**config.mk**
```make
export PLATFORM = sky130hd
export DESIGN_NAME = countdown_ctrl
export DESIGN_NICKNAME = d
export VERILOG_FILES = /design/src/rtl/countdown_ctrl_pkg.sv /design/src/rtl/countdown_ctrl_tick_gen.sv /design/src/rtl/countdown_ctrl.sv
export SDC_FILE = /design/constraint.sdc
export NUM_CORES = 1
export LEC_CHECK = 0
export BUFFER_PORTS_ARGS = -buffer_cell sky130_fd_sc_hd__buf_4
export CELL_PAD_IN_SITES_DETAIL_PLACEMENT = 2
export CELL_PAD_IN_SITES_GLOBAL_PLACEMENT = 2
export CORE_MARGIN = 5
export CORE_UTILIZATION = 38
export DETAILED_ROUTE_END_ITERATION = 10
export PLACE_DENSITY_LB_ADDON = 0.3
export SLEW_MARGIN = 10
export SYNTH_ARGS = -nofsm -noshare
export SYNTH_HDL_FRONTEND = slang
export SYNTH_SLANG_ARGS = --single-unit
```
**constraint.sdc**
```tcl
create_clock -name clk -period 2.6 [get_ports clk]
set_clock_uncertainty 0.2 [all_clocks]
set_input_delay 0.39 -clock clk [delete_from_list [all_inputs] [get_ports clk]]
set_output_delay 0.39 -clock clk [all_outputs]
set_load 0.1 [all_outputs]
```
**src/rtl/countdown_ctrl_pkg.sv**
```systemverilog
// Shared definitions for the BCD countdown control stage: state encodings, enable constants, default divider.
// Latency: n/a (declarations only).
// Backpressure: n/a.
package countdown_ctrl_pkg;

    // FSM state encodings
    typedef enum logic [1:0] {
        IDLE  = 2'd0,
        RUN   = 2'd1,
        PAUSE = 2'd2,
        DONE  = 2'd3
    } state_t;

    localparam logic ENABLED  = 1'b1;
    localparam logic DISABLED = 1'b0;

    // One decrement per second at a 100 MHz system clock
    localparam int unsigned DEF_TICK_DIV = 100_000_000;

endpackage

```
**src/rtl/countdown_ctrl_tick_gen.sv**
```systemverilog
// Modulo-DIV prescaler: terminal strobe at DIV-1, half-period strobe at DIV/2-1 and DIV-1.
// Latency: strobes are combinational decodes of the registered count.
// Backpressure: none; 'hold' freezes the count for one cycle, 'clr' overrides everything.
module countdown_ctrl_tick_gen
    import countdown_ctrl_pkg::*;
#(
    parameter int unsigned DIV = 10
) (
    input  logic clk,
    input  logic rst_n,
    input  logic run,
    input  logic clr,
    input  logic hold,
    output logic terminal,
    output logic half
);

    localparam int W = (DIV > 2) ? $clog2(DIV) : 1;

    logic [W-1:0] cnt;

    assign terminal = (cnt == W'(DIV - 1));
    assign half     = (cnt == W'(DIV / 2 - 1)) || terminal;

    // Count while running and not held; wrap to 0 after the terminal value
    always_ff @(posedge clk or negedge rst_n) begin
        if (!rst_n) begin
            cnt <= '0;
        end else if (clr) begin
            cnt <= '0;
        end else if (run && !hold) begin
            cnt <= terminal ? '0 : cnt + W'(1);
        end
    end

endmodule

```
**src/rtl/countdown_ctrl.sv**
```systemverilog
// Countdown control: 1 Hz tick prescaler, IDLE/RUN/PAUSE/DONE FSM, chain reload stretcher, expiry alarm (TIMER_ALARM_EN).
// Latency: all outputs registered, 1 cycle after the qualifying pulse or terminal count.
// Backpressure: none; button pulses act in the cycle they arrive, pausing withholds tick rather than cnt_en.
module countdown_ctrl
    import countdown_ctrl_pkg::*;
#(
    parameter int unsigned TICK_DIV  = DEF_TICK_DIV,
    parameter int unsigned ALARM_SEC = 5
) (
    input  logic clk,
    input  logic rst_n,
    input  logic start_pause,
    input  logic clear,
    input  logic all_zero,
    output logic tick,
    output logic cnt_en,
    output logic cnt_rst_n,
    output logic running,
    output logic done,
    output logic alarm
);

    state_t state;
    state_t nxt;
    logic   tick_nxt;
    logic   pre_term;
    logic   unused_pre_half;
    logic   rld_pend;

    // Prescaler: advances only in RUN; a start_pause in RUN freezes it so the
    // partial second survives the pause. Held at 0 throughout IDLE.
    countdown_ctrl_tick_gen #(
        .DIV (TICK_DIV)
    ) u_prescaler (
        .clk      (clk),
        .rst_n    (rst_n),
        .run      (state == RUN),
        .clr      (clear || (state == IDLE)),
        .hold     (start_pause),
        .terminal (pre_term),
        .half     (unused_pre_half)
    );

    // Next-state and tick decision; clear has top priority, then pause, then terminal count
    always_comb begin
        nxt      = state;
        tick_nxt = 1'b0;
        if (clear) begin
            nxt = IDLE;
        end else begin
            case (state)
                IDLE: begin
                    if (start_pause && !all_zero) begin
                        nxt = RUN;
                    end
                end
                RUN: begin
                    if (start_pause) begin
                        nxt = PAUSE;
                    end else if (pre_term) begin
                        if (all_zero) begin
                            nxt = DONE;
                        end else begin
                            tick_nxt = 1'b1;
                        end
                    end
                end
                PAUSE: begin
                    if (start_pause) begin
                        nxt = RUN;
                    end
                end
                DONE: begin
                    nxt = DONE;
                end
                default: begin
                    nxt = IDLE;
                end
            endcase
        end
    end

    // State register and registered status outputs
    always_ff @(posedge clk or negedge rst_n) begin
        if (!rst_n) begin
            state   <= IDLE;
            tick    <= 1'b0;
            running <= 1'b0;
            done    <= 1'b0;
            cnt_en  <= ENABLED;
        end else begin
            state   <= nxt;
            tick    <= tick_nxt;
            running <= (nxt == RUN);
            done    <= (nxt == DONE);
            cnt_en  <= (nxt == DONE) ? DISABLED : ENABLED;
        end
    end

    // Reload stretcher: clear holds the chain reload low for exactly two cycles;
    // out of reset the reload releases on the first edge.
    always_ff @(posedge clk or negedge rst_n) begin
        if (!rst_n) begin
            cnt_rst_n <= 1'b0;
            rld_pend  <= 1'b0;
        end else if (clear) begin
            cnt_rst_n <= 1'b0;
            rld_pend  <= 1'b1;
        end else if (rld_pend) begin
            cnt_rst_n <= 1'b0;
            rld_pend  <= 1'b0;
        end else begin
            cnt_rst_n <= 1'b1;
        end
    end

`ifdef TIMER_ALARM_EN
    localparam int SEC_W = (ALARM_SEC > 1) ? $clog2(ALARM_SEC) : 1;

    logic             done_entry;
    logic             alarm_on;
    logic             blink_term;
    logic             blink_half;
    logic [SEC_W-1:0] sec_cnt;

    assign done_entry = (nxt == DONE) && (state != DONE);

    // Blink timebase restarts on DONE entry, runs only while the alarm is active
    countdown_ctrl_tick_gen #(
        .DIV (TICK_DIV)
    ) u_blink (
        .clk      (clk),
        .rst_n    (rst_n),
        .run      ((state == DONE) && alarm_on),
        .clr      (clear || done_entry),
        .hold     (1'b0),
        .terminal (blink_term),
        .half     (blink_half)
    );

    // Alarm: start high on expiry, toggle every half period, stop after ALARM_SEC periods
    always_ff @(posedge clk or negedge rst_n) begin
        if (!rst_n) begin
            alarm    <= 1'b0;
            alarm_on <= 1'b0;
            sec_cnt  <= '0;
        end else if (clear) begin
            alarm    <= 1'b0;
            alarm_on <= 1'b0;
            sec_cnt  <= '0;
        end else if (done_entry) begin
            alarm    <= 1'b1;
            alarm_on <= 1'b1;
            sec_cnt  <= '0;
        end else if ((state == DONE) && alarm_on && blink_half) begin
            if (blink_term && (sec_cnt == SEC_W'(ALARM_SEC - 1))) begin
                alarm    <= 1'b0;
                alarm_on <= 1'b0;
            end else begin
                alarm <= ~alarm;
                if (blink_term) begin
                    sec_cnt <= sec_cnt + SEC_W'(1);
                end
            end
        end
    end
`else
    localparam int unsigned unused_alarm_sec = ALARM_SEC;

    assign alarm = 1'b0;
`endif

endmodule

```
* After elaboration in Yosys (flattened, before gate mapping)
Index checks and enable logic that the tools add are counted.
** Cells by class
- $add $sub $neg :: 1
- Eq/ne operators :: 6
- Multiplexer cells :: 19
- Reduce and logical (&&, ||, !) cells :: 7
** Operators by type and width (number)
- two-way mux 27 bit :: 3
- adder 27 x 1 -> 27 bit, second input constant :: 1
- == test 27 bit, second input constant :: 1
- two-way mux 2 bit :: 6
- two-way mux 1 bit :: 9
- case mux 2 bit (4 select lines) :: 1
- == test 2 bit, second input constant :: 3
- == test 2 x 1 -> 1 bit, second input constant :: 2
- logical AND 1 bit :: 2
- logical NOT 1 bit :: 2
- logical NOT 2 bit :: 1
- nonzero test 2 bit :: 1
- logical OR 1 bit :: 1
** Word-level totals
- Flip-flop bits (word level) :: 35
- Input port bits :: 5
- Output and inout port bits :: 6
- Word-level logic and storage cells :: 41

* Depth between registers and ports, before layout
Gate-level depths: netlist (run 1).
- Depth in word-level cells :: 7
- Depth in mapped cells :: 7
- Mapped depth without buffers :: 6

* Hierarchy
Synthesis (run 1) repeated with hierarchy kept, for this count alone.
** Unflattened totals
- Cell total of the unflattened synthesis :: 218
- Area, all modules :: 1993.2 µm²
** Modules (own cells, without submodules)
- countdown_ctrl_tick_gen :: times used 1, cells each 188, area each 1644.1 µm², sequential area each 675.6 µm²
- countdown_ctrl :: times used 1, cells each 30, area each 349.1 µm², sequential area each 201.4 µm²

* Least setup slack after synthesis (run 1)
OpenSTA, ideal clock, no wires.
- Kind :: reg2reg
- Start :: register u_prescaler.cnt[0]
- End :: register u_prescaler.cnt[0]
- Library setup time :: 0.125 ns
- Data arrival time :: 1.697 ns
- Data required time :: 2.275 ns
- Setup slack :: 0.578 ns
- Cell stages (with the launch flop) :: 7
- Buffers on the path :: 1
- Clock period less this slack :: 2.022 ns
- Cell sequence :: dfrtp_1 ha_1 nand3_4 nor4_4 a21oi_4 buf_6 mux2_2
** Between the ends
- Word-level cells in the longest chain between the ends :: 4
** Ends and longest elaborated chain
- start, declared :: line countdown_ctrl_tick_gen.sv:20 : logic [W-1:0] cnt;
- start signal, assigned :: line countdown_ctrl_tick_gen.sv:32 : cnt <= terminal ? '0 : cnt + W'(1);
- adder 27 x 1 -> 27 bit or == test 27 bit (tied branches) :: line countdown_ctrl_tick_gen.sv:32, countdown_ctrl_tick_gen.sv:22
- two-way mux 27 bit (*) :: line countdown_ctrl_tick_gen.sv:32
- two-way mux 27 bit (*) :: line countdown_ctrl_tick_gen.sv:31 : end else if (run && !hold) begin
- two-way mux 27 bit (*) :: line countdown_ctrl_tick_gen.sv:29 : end else if (clr) begin
Every way passes the cells marked *; elsewhere a longest branch is shown, timed or not. The select of a mux whose other input is x is not followed.
A chain may end at the register's enable or synchronous reset.

* Worst setup path after layout (run 1)
- Start :: register u_prescaler.cnt[0]
- End :: register u_prescaler.cnt[26]
The elaborated chain is that of the path after synthesis.

==> flow_metrics.py, run 1 <==
metrics = {
    "run_status": {
        "status": "finished clean",
    },
    "clocking": {
        "max-clock-path-buffers": 2,
        "clk_pin_slew_worst_paths_ps": 80,
        "cts_tree": "built",
        "cts_setup_buffers": 0,
        "htree_levels": 2,
        "clockRootBuffer": "clkbuf_8",
        "clock_sinks": 35,
        "cts_buffers": 5,
        "insertion_delay_ps": 300,
    },
    "routing": {
        "drc": 0,
        "wl_um": 5637,
        "vias": 1725,
        "avgViaCountPerCell": 6.031,
        "final_antenna_net_count": 0,
        "drt_iter0_drc": 73,
        "dr.pass1.iters": 6,
        "wl_per_cell_um": 19.71,
    },
    "synthesis": {
        "synth_cell_type_count": 52,
        "synth_compound_area_share_pct": 20.79,
        "synth_mux_area_share_pct": 2.124,
        "synth_cells": 206,
        "synthSimpleGateAreaFrac_pct": 26.71,
        "synth_edf_count": 0,
        "syn_area_um2": 1944,
        "synth_fp_nets": 212,
        "synth_flop_cell": "dfrtp_1",
        "synth_xor_area_share_pct": 0.4505,
        "syn_avg_cell_area_um2": 9.439,
        "ys_warn_count": 0,
        "ys_ff_latch": 35,
        "synthArstFlopShare_pct": 100.0,
        "synthAdderAreaFrac_pct": 0.6435,
        "yosysSeqAreaShare_pct": 45.11,
        "synth_top_family_by_area": "simple AND/OR/NAND/NOR gates",
    },
    "sta": {
        "fmax_mhz": 424.6,
        "setup_viol": 0,
        "fin_ws_ps": 245.0,
        "tns_ps": 0,
        "finalMaxSlewViolations": 0,
        "period_minus_slack_ps": 2355,
        "rsz0062_at_grt": "no",
        "hold_viol_final": 0,
        "tightest_slew_ps": 744.7,
        "period_share_pct": 90.58,
        "maxSlewHeadroom_pct": 50.24,
    },
    "critical_path": {
        "worstReg2RegEnd": "u_prescaler.cnt[26]",
        "crit_path_start_kind": "flip-flop",
        "crit_chain": "ha_1, nand3_4, nor4_4, a21oi_4, a21o_1, a22o_1",
        "critPathArrivalTime_ps": 2350,
        "cp_data_required_time_ps": 2590,
        "crit_slowest_cell": "nor4_4",
        "reg2regPathDepth": 6,
        "cp_slowest_stage_delay_ps": 470,
        "cp_max_fo": 27,
        "r2r_start": "u_prescaler.cnt[0]",
        "crit_path_end_kind": "flip-flop",
        "worstSetupStartpoint": "u_prescaler.cnt[0]",
        "r2r_slack_ps": 250,
        "cp-endpoint": "u_prescaler.cnt[26]",
        "worstSetupPathType": "flip-flop to flip-flop",
    },
    "grt": {
        "grt_overflow": 0,
        "grt_pass1_wl_um": 9591,
        "grt_max_degree": 36,
        "grt_pass1_vias": 1887,
        "antenna_found_initial": 0,
        "track_usage_pct": 18.87,
    },
    "power_and_ir_drop": {
        "switching_share_pct": 27.82,
        "total_power_mw": 1.053,
        "ir_drop_uv": 243.0,
        "power_frac_seq_pct": 52.7,
        "leakage_nw": 0.8601,
        "power.density_nw_per_um2": 486.3,
        "p_int_uw": 760.2,
        "pwr-share-comb_pct": 9.3,
        "power.net_switching_uw": 293.0,
        "p_clk_share_pct": 38.0,
    },
    "placed_design": {
        "place_congestion": 0.8065,
        "placed_cells": 277,
        "dp_slack_ps": 255.9,
        "portBuffers": 9,
        "dpl.hpwl_um": 4085,
    },
    "floorplan": {
        "start_util_pct": 38.56,
        "rows": 26,
        "num_io_pins": 11,
        "core-area_um2": 5042,
        "die_w_um": 81.53,
        "die_h_um": 81.53,
        "die_area_um2": 6647,
    },
    "finish": {
        "layout-drive-gt1-share_pct": 15.28,
        "area_delta_synth_final_pct": 11.39,
        "nNetsFinal": 221,
        "insertedDiodeCount": 0,
        "fin_cells": 286,
    },
    "worst_hold_path": {
        "hp-class": "input pin to flip-flop",
    },
    "job": {
        "cap_violations": 0,
    },
}
[final cells by class]
| class | count | area, um^2 |
|---|---|---|
| sequential | 35 | 877.1 |
| clock inverter | 3 | 20.02 |
| fill | 557 | 2877 |
| timing repair buffer | 15 | 115.1 |
| tap | 70 | 87.58 |
| inverter | 2 | 7.507 |
| multi-input combinational | 156 | 989.7 |
| clock buffer | 5 | 68.82 |
[cell families (layout without fill, tap and decap cells)]
group,count (synthesis),in the layout
xor gates and xnor gates,1,1
DFF,35,35
muxes,4,4
other,1,1
and+or+nand+nor,89,89
AOI/OAI and AO/OA,60,60
adders and majority gates,1,1
buffers and inverters,15,25
[synthesized netlist by cell type, types with 3 or more instances]
cell type | instances | area share (%)
nor3_1 | 3 | 0.77
mux2i_1 | 3 | 1.5
nor2_1 | 11 | 2.1
a31oi_1 | 20 | 6.4
nand4_1 | 7 | 2.3
nand2_1 | 20 | 3.9
dfrtp_1 | 34 | 44
clkbuf_1 | 4 | 0.77
buf_2 | 5 | 1.3
a41oi_1 | 7 | 3.2
nand3_1 | 18 | 4.6
o21ai_0 | 4 | 1.0
and3_1 | 5 | 1.6
a21oi_1 | 15 | 3.9
nand2b_1 | 5 | 1.6
[worst max-delay path, delay by kind of cell (launching register included)]
kind / cells / cell delay, ps
adder cells (fa/ha/maj): 1 / 280
AND/OR/NAND/NOR: 2 / 590
AO/OA/AOI/OAI: 3 / 740
flip-flops: 1 / 440
[worst min-delay path by stage]
| stage | to | from | cells past startpoint | slack [ps] |
|---|---|---|---|---|
| floorplan | cnt_rst_n | rst_n | 0 | -110 |
| global placement | u_prescaler.cnt[14] | rst_n | 1 | 170 |
| detailed placement | u_prescaler.cnt[14] | rst_n | 1 | 170 |
| CTS | rld_pend | clear | 1 | 70 |
| global route | tick | all_zero | 2 | 80 |
| finish | rld_pend | clear | 1 | 90 |
[layout by cell type, fill, tap and decap left out, drive strengths merged, types with 3 or more instances in the layout]
cell    synthesis  final
nor3            4      4
nor4            3      3
nand2          20     20
nor2           12     12
and4            3      3
mux2i           3      3
a21oi          17     17
dfrtp          34     34
nand4           7      7
nand2b          5      5
buf             9     14
nand3          19     19
clkbuf          4      5
a41oi           7      7
o21ai           6      6
and3            5      5
a31oi          20     20
[flip-flops by register name (all words and copies together) (netlist names)]
| name | cells |
|---|---|
| cnt_rst_n | 1 |
| done | 1 |
| state | 2 |
| running | 1 |
| u_prescaler.cnt | 27 |
| cnt_en | 1 |
| rld_pend | 1 |
| tick | 1 |
[layer usage]
metal | global-route usage, % | wire length [um]
met3 | 4.057 | 95
met2 | 32.08 | 2961
met4 | 4.730 | 54
met1 | 24.30 | 2526
met5 | 0 | 0
[power groups by stage]
stage	combinational, mW	sequential, mW	clock (mW)
floorplan	0.0476	0.579	0
global placement	0.0919	0.565	0
detailed placement	0.0978	0.565	0
CTS	0.0991	0.555	0.417
global route	0.107	0.556	0.434
finish	0.0976	0.555	0.401
[metrics by stage]
step	hold WS [ps]	utilization [%]	area, um^2
after floorplan	-105.6	-	1944
after global placement	166.8	40.99	2067
after detailed placement	174.0	40.99	2067
after CTS	69.99	42.95	2166
after global routing	80.38	42.95	2166
final	85.62	42.95	2166
[timing repair]
item	4_1_cts	5_1_grt
hold buffers	1	0
endpoints found under the hold margin	34	0
gates resized for setup	0	0
Note: power is estimated with default switching activity, not from simulation.
==> run 2: changes to the inputs <==
--- a/config.mk
+++ b/config.mk
@@ -11,7 +11,9 @@
 export CORE_MARGIN = 5
 export CORE_UTILIZATION = 38
 export DETAILED_ROUTE_END_ITERATION = 10
-export PLACE_DENSITY_LB_ADDON = 0.3
+export PLACE_DENSITY = 0.78
+export RECOVER_POWER = 25
+export SETUP_SLACK_MARGIN = 0.5
 export SLEW_MARGIN = 10
 export SYNTH_ARGS = -nofsm -noshare
 export SYNTH_HDL_FRONTEND = slang
==> run 2 against run 1 <==
Net effect:
- largest power group unchanged
- total power rose by 14%
- final cell count rose by 7.7%
- setup slack improved by 200 ps
- register-to-register slack improved by 200 ps
- clock power rose by 29%
- sequential share of layout area fell by 6.5 points
- worst hold slack improved by 15 ps
- final area rose by 20%
==> flow_metrics.py, run 2 (synthesis gave the netlist of run 1 again) <==
metrics = {
    "clocking": {
        "clockRootBuffer": "clkbuf_8",
        "cts_tree": "built",
        "clock_sinks": 35,
        "clk_pin_slew_worst_paths_ps": 90,
        "cts_buffers": 5,
        "htree_levels": 2,
        "max-clock-path-buffers": 2,
        "insertion_delay_ps": 300,
    },
    "job": {
        "cap_violations": 0,
    },
    "sta": {
        "tightest_slew_ps": 923.7,
        "rsz0062_at_grt": "yes",
        "setup_viol": 0,
        "period_share_pct": 82.81,
        "finalMaxSlewViolations": 0,
        "fmax_mhz": 464.5,
        "period_minus_slack_ps": 2153,
        "fin_ws_ps": 447.0,
        "maxSlewHeadroom_pct": 38.42,
        "tns_ps": 0,
        "hold_viol_final": 0,
    },
    "routing": {
        "drc": 0,
        "drt_iter0_drc": 116,
        "vias": 1998,
        "dr.pass1.iters": 4,
        "avgViaCountPerCell": 6.487,
        "final_antenna_net_count": 0,
        "wl_um": 8209,
        "wl_per_cell_um": 26.65,
    },
    "finish": {
        "utilization_pct": 51.66,
        "layout-drive-gt1-share_pct": 35.29,
        "nNetsFinal": 243,
        "mostFrequentLayoutCells": "28 x dfrtp_1, 25 x buf_4, 19 x a31oi_1, 19 x nand2_1, 15 x nand3_1",
        "insertedDiodeCount": 0,
        "fillCellCount": 506,
        "area_delta_synth_final_pct": 33.98,
        "mostFrequentLayoutCell": "dfrtp_1",
        "reg_top3": "u_prescaler.cnt x27, state x2",
        "regMostFlops": "u_prescaler.cnt",
        "largest_reg_flops": 27,
    },
    "critical_path": {
        "worstSetupPathType": "flip-flop to flip-flop",
        "worstSetupStartpoint": "u_prescaler.cnt[10]",
        "cp_max_fo": 8,
        "crit_buf_inv": 1,
        "crit_path_end_kind": "flip-flop",
        "cp_top_family": "simple AND/OR/NAND/NOR gates",
        "cp_slowest_stage_delay_ps": 470,
        "cp_data_required_time_ps": 2550,
        "critPathArrivalTime_ps": 2100,
        "crit_chain": "nor4_4, and4_4, a21oi_4, buf_4, a41oi_1, a31oi_1",
        "worstReg2RegEnd": "u_prescaler.cnt[6]",
        "reg2regPathDepth": 6,
        "crit_path_start_kind": "flip-flop",
        "r2r_start": "u_prescaler.cnt[10]",
        "r2r_slack_ps": 450,
        "crit_slowest_cell": "dfrtp_2",
    },
    "grt": {
        "grt_overflow": 0,
        "grt_pass1_wl_um": 11590,
        "grt_max_degree": 36,
        "grt_pass1_vias": 2070,
        "antenna_found_initial": 0,
        "track_usage_pct": 23.42,
    },
    "floorplan": {
        "die_w_um": 81.53,
        "die_h_um": 81.53,
        "start_util_pct": 38.56,
        "core-area_um2": 5042,
        "die_area_um2": 6647,
        "rows": 26,
        "num_io_pins": 11,
    },
    "placed_design": {
        "dp_slack_ps": 218.7,
        "place_congestion": 0.7724,
        "dpl.hpwl_um": 3931,
        "portBuffers": 9,
    },
    "worst_hold_path": {
        "min_delay_path_depth": 2,
        "hp-class": "input pin to flip-flop",
        "hold_start": "all_zero",
        "hold_end": "tick",
    },
    "power_and_ir_drop": {
        "leakage_nw": 1.035,
        "power.density_nw_per_um2": 461.7,
        "ir_drop_uv": 205.8,
    },
    "run_status": {
        "status": "finished clean",
    },
}
run 2: changes by cell type in the layout (fill, tap and decap cells not counted), moves of 3 or more:
| cell | previous run | this run |
|---|---|---|
| buf_6 | 0 | 3 |
| dfrtp_1 | 34 | 28 |
| nand3_1 | 18 | 15 |
| nand3_2 | 0 | 3 |
| a21oi_1 | 15 | 9 |
| dfrtp_2 | 0 | 6 |
| a21oi_2 | 0 | 6 |
| buf_4 | 14 | 25 |
| buf_12 | 0 | 3 |
run 2: worst max-delay path by stage:
stage / to / cells after the start
5_1_grt: u_prescaler.cnt[19] / 7
6_report: u_prescaler.cnt[6] / 6
3_5_place_dp: u_prescaler.cnt[24] / 6
3_3_place_gp: u_prescaler.cnt[26] / 6
2_1_floorplan: u_prescaler.cnt[0] / 6
4_1_cts: u_prescaler.cnt[24] / 6
run 2: routing by layer:
layer	global-route usage [%]	up-vias	part of all wire (%)
li1	-	858	-
met1	27.18	1036	41
met2	41.21	69	52
met3	4.605	35	3.5
met4	10.98	0	4.0
met5	0	-	0
run 2: layout make-up:
class	instances	area (um^2)	share of cell area [%]
multi-input combinational	157	1172	45.00
sequential	35	884.6	33.96
timing repair buffer	36	340.3	13.06
tap	70	87.58	3.362
clock buffer	5	68.82	2.642
clock inverter	3	43.79	1.681
inverter	2	7.507	0.2882
run 2: stage by stage:
step	hold WS [ps]	instances	power, mW	instance area (um^2)
detailed placement	177.8	276	0.6646	2059
finish	100.1	308	1.203	2605
CTS	76.73	297	1.187	2366
global route	94.96	308	1.237	2605
floorplan	-105.6	206	0.6270	1944
global placement	167.0	276	0.6575	2059
run 2: what timing repair did:
item	CTS	global route
gates resized for setup	11	32
endpoints found under the hold margin	34	0
hold buffers	1	0
pin swaps	6	10
buffers inserted	11	10
gates cloned	1	1
setup endpoints to repair	29	29
run 2: power by group:
part           internal [mW]  switching, mW  total, mW
Clock                  0.286          0.232      0.518
Sequential             0.549        0.00660      0.556
Combinational         0.0393         0.0900      0.129
Total                  0.875          0.328       1.20
